### src/rtl/gene_pkg.sv
// Shared definitions for the gene alignment datapath: problem geometry,
// base encoding, sequencer states and the saturating start-offset helper.
package gene_pkg;

    localparam int P_LEN     = 1024;
    localparam int P_PE      = 64;
    localparam int P_STRIPES = P_LEN / P_PE;
    localparam int P_SCORE_W = 14;

    localparam int A_W     = 10;  // A-memory address width
    localparam int K_W     = 4;   // stripe index width
    localparam int START_W = 11;  // running start offset, holds 0..P_LEN

    typedef logic [1:0] base_t;

    typedef enum logic [2:0] {
        IDLE   = 3'd0,
        LOAD_B = 3'd1,
        GAP    = 3'd2,
        STREAM = 3'd3,
        DRAIN  = 3'd4,
        DONE   = 3'd5
    } seq_state_e;

    localparam logic [START_W-1:0] START_CAP     = START_W'(P_LEN);
    localparam logic [START_W:0]   START_CAP_EXT = (START_W + 1)'(P_LEN);

    // Advance the running start offset; it pins at P_LEN instead of wrapping
    // so that every later stripe is recognised as fully consumed.
    function automatic logic [START_W-1:0] sat_start_add(
        input logic [START_W-1:0] cur,
        input logic [A_W-1:0]     inc
    );
        logic [START_W:0] sum;
        sum = {1'b0, cur} + {2'b00, inc};
        if (sum > START_CAP_EXT) begin
            return START_CAP;
        end else begin
            return sum[START_W-1:0];
        end
    endfunction

endpackage

### src/rtl/stripe_result_reg.sv
// Per-stripe result capture: registers the stripe index, the absolute end
// position and the max score, and raises a one-cycle valid pulse.
module stripe_result_reg
    import gene_pkg::*;
(
    input  logic                 clk,
    input  logic                 rst,
    input  logic                 capture,
    input  logic [K_W-1:0]       stripe,
    input  logic [A_W-1:0]       end_position,
    input  logic [START_W-1:0]   start_reg,
    input  logic [P_SCORE_W-1:0] max_score,
    output logic                 res_valid,
    output logic [K_W-1:0]       res_stripe,
    output logic [START_W-1:0]   res_end,
    output logic [P_SCORE_W-1:0] res_max
);

    logic [START_W-1:0] end_sum_s;

    // Absolute end position; 1023 + 1024 still fits in 11 bits, so no overflow.
    always_comb begin
        end_sum_s = {1'b0, end_position} + start_reg;
    end

    // Capture the result fields and pulse valid for exactly one cycle.
    always_ff @(posedge clk) begin
        if (rst) begin
            res_valid  <= 1'b0;
            res_stripe <= '0;
            res_end    <= '0;
            res_max    <= '0;
        end else begin
            res_valid <= capture;
            if (capture) begin
                res_stripe <= stripe;
                res_end    <= end_sum_s;
                res_max    <= max_score;
            end
        end
    end

endmodule

### src/rtl/stripe_sequencer.sv
// Stripe sequencer for PE_array_64: loads each stripe's B word, streams
// sequence A from the running start offset, collects the stripe result and
// carries the offset into the next stripe until all 16 stripes are done.
module stripe_sequencer
    import gene_pkg::*;
#(
    parameter int P_TIMEOUT = 2048
)
(
    input  logic                 i_clk,
    input  logic                 i_rst,
    input  logic                 i_run,
    output logic                 o_busy,
    output logic                 o_done,
    output logic                 o_err,
    output logic [A_W-1:0]       o_a_addr,
    input  logic [1:0]           i_a_data,
    output logic [K_W-1:0]       o_b_addr,
    input  logic [2*P_PE-1:0]    i_b_data,
    output logic [2*P_PE-1:0]    o_B,
    output logic [1:0]           o_A,
    output logic                 o_start,
    input  logic                 i_stripe_end,
    input  logic [A_W-1:0]       i_start_position,
    input  logic [A_W-1:0]       i_end_position,
    input  logic [P_SCORE_W-1:0] i_max_score,
    output logic                 o_res_valid,
    output logic [K_W-1:0]       o_res_stripe,
    output logic [START_W-1:0]   o_res_end,
    output logic [P_SCORE_W-1:0] o_res_max
);

    localparam int DRAIN_W = $clog2(P_TIMEOUT);
    localparam logic [DRAIN_W-1:0] DRAIN_LAST = DRAIN_W'(P_TIMEOUT - 1);
    localparam logic [K_W-1:0]     LAST_K     = K_W'(P_STRIPES - 1);

    seq_state_e         state_r;
    logic [K_W-1:0]     k_r;
    logic [START_W-1:0] start_reg_r;
    logic               load_cnt_r;    // 0: address cycle, 1: data cycle of LOAD_B
    logic [DRAIN_W-1:0] drain_cnt_r;
    logic               capture_s;
    base_t              a_base_s;

    // Stripe end is only honoured while the array is working on a stripe.
    always_comb begin
        capture_s = 1'b0;
        case (state_r)
            STREAM:  capture_s = i_stripe_end;
            DRAIN:   capture_s = i_stripe_end;
            default: capture_s = 1'b0;
        endcase
    end

    // A-valid and A base are a direct decode of the registered state, so the
    // memory's one-cycle read latency lines up with the STREAM cycles.
    always_comb begin
        a_base_s = i_a_data;
        if (state_r == STREAM) begin
            o_start = 1'b1;
            o_A     = a_base_s;
        end else begin
            o_start = 1'b0;
            o_A     = 2'b00;
        end
    end

    // Main sequencing FSM with registered control outputs and addresses.
    always_ff @(posedge i_clk) begin
        if (i_rst) begin
            state_r     <= IDLE;
            k_r         <= '0;
            start_reg_r <= '0;
            load_cnt_r  <= 1'b0;
            drain_cnt_r <= '0;
            o_busy      <= 1'b0;
            o_done      <= 1'b0;
            o_err       <= 1'b0;
            o_a_addr    <= '0;
            o_b_addr    <= '0;
            o_B         <= '0;
        end else begin
            o_done <= 1'b0;
            if (capture_s) begin
                start_reg_r <= sat_start_add(start_reg_r, i_start_position);
                if (k_r == LAST_K) begin
                    o_busy  <= 1'b0;
                    o_done  <= 1'b1;
                    state_r <= DONE;
                end else begin
                    k_r        <= k_r + 4'd1;
                    o_b_addr   <= k_r + 4'd1;
                    load_cnt_r <= 1'b0;
                    state_r    <= LOAD_B;
                end
            end else begin
                case (state_r)
                    IDLE: begin
                        if (i_run) begin
                            k_r         <= '0;
                            start_reg_r <= '0;
                            o_err       <= 1'b0;
                            o_busy      <= 1'b1;
                            o_b_addr    <= '0;
                            load_cnt_r  <= 1'b0;
                            state_r     <= LOAD_B;
                        end
                    end
                    LOAD_B: begin
                        if (!load_cnt_r) begin
                            load_cnt_r <= 1'b1;
                        end else begin
                            o_B      <= i_b_data;
                            // Prefetch the first A base so it arrives with STREAM.
                            o_a_addr <= start_reg_r[A_W-1:0];
                            state_r  <= GAP;
                        end
                    end
                    GAP: begin
                        o_a_addr    <= o_a_addr + 10'd1;
                        drain_cnt_r <= '0;
                        if (start_reg_r >= START_CAP) begin
                            state_r <= DRAIN;
                        end else begin
                            state_r <= STREAM;
                        end
                    end
                    STREAM: begin
                        o_a_addr <= o_a_addr + 10'd1;
                        // The address runs one ahead of the presented base, so
                        // it reads zero exactly when base P_LEN-1 is presented.
                        if (o_a_addr == 10'd0) begin
                            state_r <= DRAIN;
                        end
                    end
                    DRAIN: begin
                        if (drain_cnt_r == DRAIN_LAST) begin
                            o_err   <= 1'b1;
                            o_busy  <= 1'b0;
                            o_done  <= 1'b1;
                            state_r <= DONE;
                        end else begin
                            drain_cnt_r <= drain_cnt_r + 1'b1;
                        end
                    end
                    DONE: begin
                        state_r <= IDLE;
                    end
                    default: begin
                        state_r <= IDLE;
                    end
                endcase
            end
        end
    end

    stripe_result_reg u_result (
        .clk          (i_clk),
        .rst          (i_rst),
        .capture      (capture_s),
        .stripe       (k_r),
        .end_position (i_end_position),
        .start_reg    (start_reg_r),
        .max_score    (i_max_score),
        .res_valid    (o_res_valid),
        .res_stripe   (o_res_stripe),
        .res_end      (o_res_end),
        .res_max      (o_res_max)
    );

endmodule

### config.mk
export PLATFORM = sky130hd
export DESIGN_NAME = stripe_sequencer
export DESIGN_NICKNAME = d
export VERILOG_FILES = /design/src/rtl/gene_pkg.sv /design/src/rtl/stripe_result_reg.sv /design/src/rtl/stripe_sequencer.sv
export SDC_FILE = /design/constraint.sdc
export NUM_CORES = 1
export LEC_CHECK = 0
export CAP_MARGIN = 40
export CORE_UTILIZATION = 39
export DETAILED_ROUTE_END_ITERATION = 10
export GPL_TIMING_DRIVEN = 0
export MAX_ROUTING_LAYER = met4
export PLACE_DENSITY = 0.74
export SLEW_MARGIN = 20
export SYNTH_ARGS = -nofsm -noshare
export SYNTH_HDL_FRONTEND = slang
export SYNTH_HIERARCHICAL = 1
export SYNTH_SLANG_ARGS = --single-unit
### constraint.sdc
create_clock -name i_clk -period 2.8 [get_ports i_clk]
set_input_delay 0.56 -clock i_clk [delete_from_list [all_inputs] [get_ports i_clk]]
set_output_delay 0.56 -clock i_clk [all_outputs]
set_load 0.03 [all_outputs]
# Yosys cells after proc, flatten, opt, wreduce, memory -nomap -nowiden
# Index checks and enable logic that the tools add are counted.
# classes
addsub,5
magnitude_cmp,2
eq_ne,16
muxes,38
bitwise,1
n_reduce_logical,20
# ops
cell,n
$mux 11,5
$pmux 11 s2,1
$mux 3,7
$pmux 10 s2,1
$mux 4,4
$pmux 3 s5,1
$reduce_and 3->1,5
$mux 1,14
$add 11x10->12,1
$gt 12x11->1 const B,1
$ne 2x2->1 const B,6
$reduce_and 4->1,3
$add 10x11->11,1
$add 11x1->11 const B,1
$eq 11x11->1 const B,1
$ge 11x11->1 const B,1
$add 10x1->10 const B,1
$logic_not 10->1,1
$mux 10,1
$reduce_bool 2->1,5
$ne 3x2->1 const B,3
$eq 3x2->1 const B,2
$pmux 1 s2,3
$reduce_bool 3->1,2
10 further kinds,11
# totals
ff_bits,201
output_inout_bits,178
word_cells,96

# Logic depth before layout (Yosys ltp)
# logic_depth
ltp_word,5
depth_mapped,11

# By module
# The synthesis kept the hierarchy.
# modules_own_cells
module,n_inst,cells_each,area_per_inst_um2
stripe_sequencer,1,902,7011.7
stripe_result_reg,1,165,1551.5

# Worst setup path before layout
# OpenSTA, ideal clock, no wires.
# synth_timing
path_type,input to register
start,input port i_start_position[0]
end,register start_reg_r[6]
arrival_ps,2820
required_ps,2739
path_slack_ps,-81
stages,11
cell_sequence,ha_1 > inv_1 > fa_1 > nor2b_1 > o21bai_1 > a211oi_1 > o21ai_0 > or2_2 > a211o_2 > a21oi_4 > a32o_2
# synth_via
elab_chain_cells,4
# synth_lines
element,line,source
"start, declared",stripe_sequencer.sv:24,"input logic [A_W-1:0] i_start_position,"
$add 11x10->12 (*),gene_pkg.sv:35,"sum = {1'b0, cur} + {2'b00, inc};"
$gt 12x11->1,gene_pkg.sv:36,if (sum > START_CAP_EXT) begin
$mux 11 (*),gene_pkg.sv:36,
$mux 11 (*),stripe_sequencer.sv:84,if (capture_s) begin
"end signal, assigned",stripe_sequencer.sv:85,"start_reg_r <= sat_start_add(start_reg_r, i_start_position);"
"end, declared",stripe_sequencer.sv:39,logic [START_W-1:0] start_reg_r;
# Mark *: on every way between the ends. The rest lies on a longest branch, timed or not.
# A chain may end at the register's enable or synchronous reset.

# Worst setup path in the final report
# layout_timing
start,input port i_start_position[2]
end,register start_reg_r[6]
# Same word-level chain as after synthesis.

==> results.tsv <==
metric	value	unit
DRT Wirelength	29400	um
H-Tree Depth	1	
Mapped Avg Cell Area	8.03	sq um
worst skew pair latency	0.52	ns
drc violations	0	
Syn Nets	1261	
Unique masters post-synth	64	
Tcrit/Tclk final	0.991	
Antenna diodes	0	
core area	21300	sq um
Post-synth EDFFs	0	
yosys warns	6	
number of cells on the critical path	10	
Crit path top cell by count	a21oi_2	
ys flop type	dfxtp_1	
top-level port count	346	
flops & latches, synth	201	
Pleak	4.75	nW
total power	0.00719	W
internal power	0.00527	W
routability cong.	0.895	
CTS Sinks	201	
Syn Inst Count	1067	
final hold vios	0	
CP delay by family, top	compound AO/OA/AOI/OAI gates	
CP Capture Type	flip-flop	
grt total ovfl	0	
post-synthesis sequential area ratio	0.470	
worst min-delay path class	flip-flop to flip-flop	
cell taking the most area after synthesis	dfxtp_1	
crit-path max FO	8	
Worst setup SP type	input pin	
Critical-path top delay cell	clkdlybuf4s50_1	
Reg power frac	0.422	
Layout Area Growth over Synthesis	56.4	%
Final Worst Setup Slack	0.0259	ns
die height	150	um
all-layer global routing usage	0.255	
Combinational Power Share	0.166	
Detailed Route Iter0 Violations	440	
layout cells sized above 1	0.0715	
WL/cell	16.9	um
synth top area cells	dfxtp_1, nand2_1, a21oi_1	
Least-Margin Pin Slew	0.786	ns
FFs w/ async S/R, synth	0	
Yosys top cell area share	0.470	
starting density of the core	0.402	
PortBufs	344	
top-count cell post-synth	nand2_1	
reg2reg path depth	9	
clock transition at the registers of the reported paths	0.06	ns
hpwl dp	21900	um
Max-Cap Viols	0	
Mapped Area	8560	sq um
Cell Rows	53	
TritonCTS clock tree	done	
WHS Path Cells	2	
first-pass GRT wire length	44000	um
Die Area	22600	sq um
Worst IR Drop VDD	0.000416	V
RSZ-0062 raised after global routing	yes	
CP Cell Sequence	clkdlybuf4s50_1 > ha_4 > a21oi_2 > a21oi_2 > mux2_4 > a211oi_2 > o2111ai_2 > a211o_4 > a21oi_4 > a32o_2	
Final min period	2.77	ns
sw power	0.00192	W
switch share	0.267	
Power Dens Cells	537	nW/um^2
root buf cell	clkbuf_16	
initial antenna violation count	0	
Via-to-Cell Ratio	5.05	
Detailed Routing Iterations Pass 1	6	
antenna viol nets, final	0	
clk buf depth	3	
fin nets	1648	
FMAX	0.360	GHz
critical path buffer and inverter count	1	
clock network fraction of total power	0.413	
dpl ws	-0.698	ns
Crit Path Class	input pin to flip-flop	
status	finished clean	
CP arrival	3.23	ns
number of global-route vias before repair	8316	
Final Skew	0.0142	ns
DR vias	8807	
cts bufs inserted	23	
CP max stage delay	0.51	ns
Slew headroom	0.471	
Final Max Slew Viols	0	
Horiz. Die Dim	150	um
largest net degree at the start of global routing	13	
Req. time, crit path	3.25	ns
Synth top cells by count	nand2_1, dfxtp_1, a21oi_1, nor2_1, clkbuf_1	
Setup-failing EPs final	0	
[cells in the final DEF (no fill, tap or decap), drive strengths merged, types with 14 or more instances in the layout]
cell type,n
a21oi,160
buf,32
clkbuf,86
clkdlybuf4s50,334
dfxtp,201
ha,24
inv,21
mux2i,24
nand2,297
nand3,14
nor2,74
o21ai,28
[power groups by stage]
stage                     logic (W)  registers (W)  clock network, W
after floorplan            0.000432        0.00325                 0
after global placement      0.00116        0.00309                 0
after detailed placement    0.00117        0.00309                 0
after CTS                   0.00118        0.00303           0.00303
after global routing        0.00128        0.00304           0.00315
final                       0.00119        0.00303           0.00297
[timing repair]
item | 4_1_cts | 5_1_grt
buffers inserted | 8 | 12
pin swaps | 9 | 11
setup endpoints to repair | 14 | 37
hold endpoints to repair | 0 | 0
cloned | 0 | 0
resized for setup | 28 | 23
hold buffers | 0 | 0
[path summary, 6_finish.rpt]
path                                           from        endpoint  slack, ns
worst max register to register       start_reg_r[4]  start_reg_r[6]       0.06
worst min-delay path                       o_B[127]        o_B[127]       0.45
worst min register to register             o_B[127]        o_B[127]       0.45
worst max-delay path            i_start_position[2]  start_reg_r[6]       0.03
[routing by layer]
layer / wire length [um] / up-vias / part of all wire / track usage
met5: 0 / - / 0 / -
met1: 12500 / 4069 / 0.42 / 0.311
met2: 14100 / 285 / 0.48 / 0.420
li1: - / 4402 / - / -
met3: 1990 / 51 / 0.068 / 0.0533
met4: 846 / 0 / 0.029 / 0.0798
[flip-flops by register name, indices dropped and copies added, names as in the netlist]
register             flops
o_B                    128
u_result/res_max        14
drain_cnt_r             11
start_reg_r             11
u_result/res_end        11
o_a_addr                10
k_r                      4
u_result/res_stripe      4
state_r                  3
load_cnt_r               1
o_busy                   1
o_done                   1
o_err                    1
u_result/res_valid       1
[layout make-up]
cell class                      count  area (sq um)
Buffer                             63           260
Clock buffer                       35           681
Clock inverter                      5          65.1
Fill cell                        1834          7900
Inverter                           20          75.1
Multi-Input combinational cell    781          4340
Sequential cell                   201          4040
Tap cell                          275           344
Timing Repair Buffer              364          3590
[worst register-to-register path, cell delays in order (launching register included)]
cell	delay (ns)
dfxtp_4	0.36
ha_4	0.25
a21o_1	0.20
or3_4	0.34
mux2_4	0.29
a211oi_2	0.24
o2111ai_2	0.18
a211o_4	0.40
a21oi_4	0.24
a32o_2	0.20
[logic make-up after synthesis]
family                     synth area share
and+or+nand+nor                       0.224
buffers and inverters                0.0399
DFF                                   0.470
muxes                                0.0294
xor gates and xnor gates             0.0174
AOI/OAI and AO/OA                     0.180
adders and majority gates            0.0397
[metrics by stage]
step / cell area [sq um] / util / TNS (ns) / hold slack, ns / cells
after floorplan: 8590 / - / 0 / 0.437 / 1067
after global placement: 12400 / 0.581 / -31.11 / 0.441 / 1686
after detailed placement: 12400 / 0.581 / -26.46 / 0.446 / 1686
after CTS: 13200 / 0.622 / 0 / 0.454 / 1734
after global routing: 13400 / 0.629 / -0.0486 / 0.471 / 1744
final: 13400 / 0.629 / 0 / 0.451 / 1744
Power figures use the tool's default switching activity.
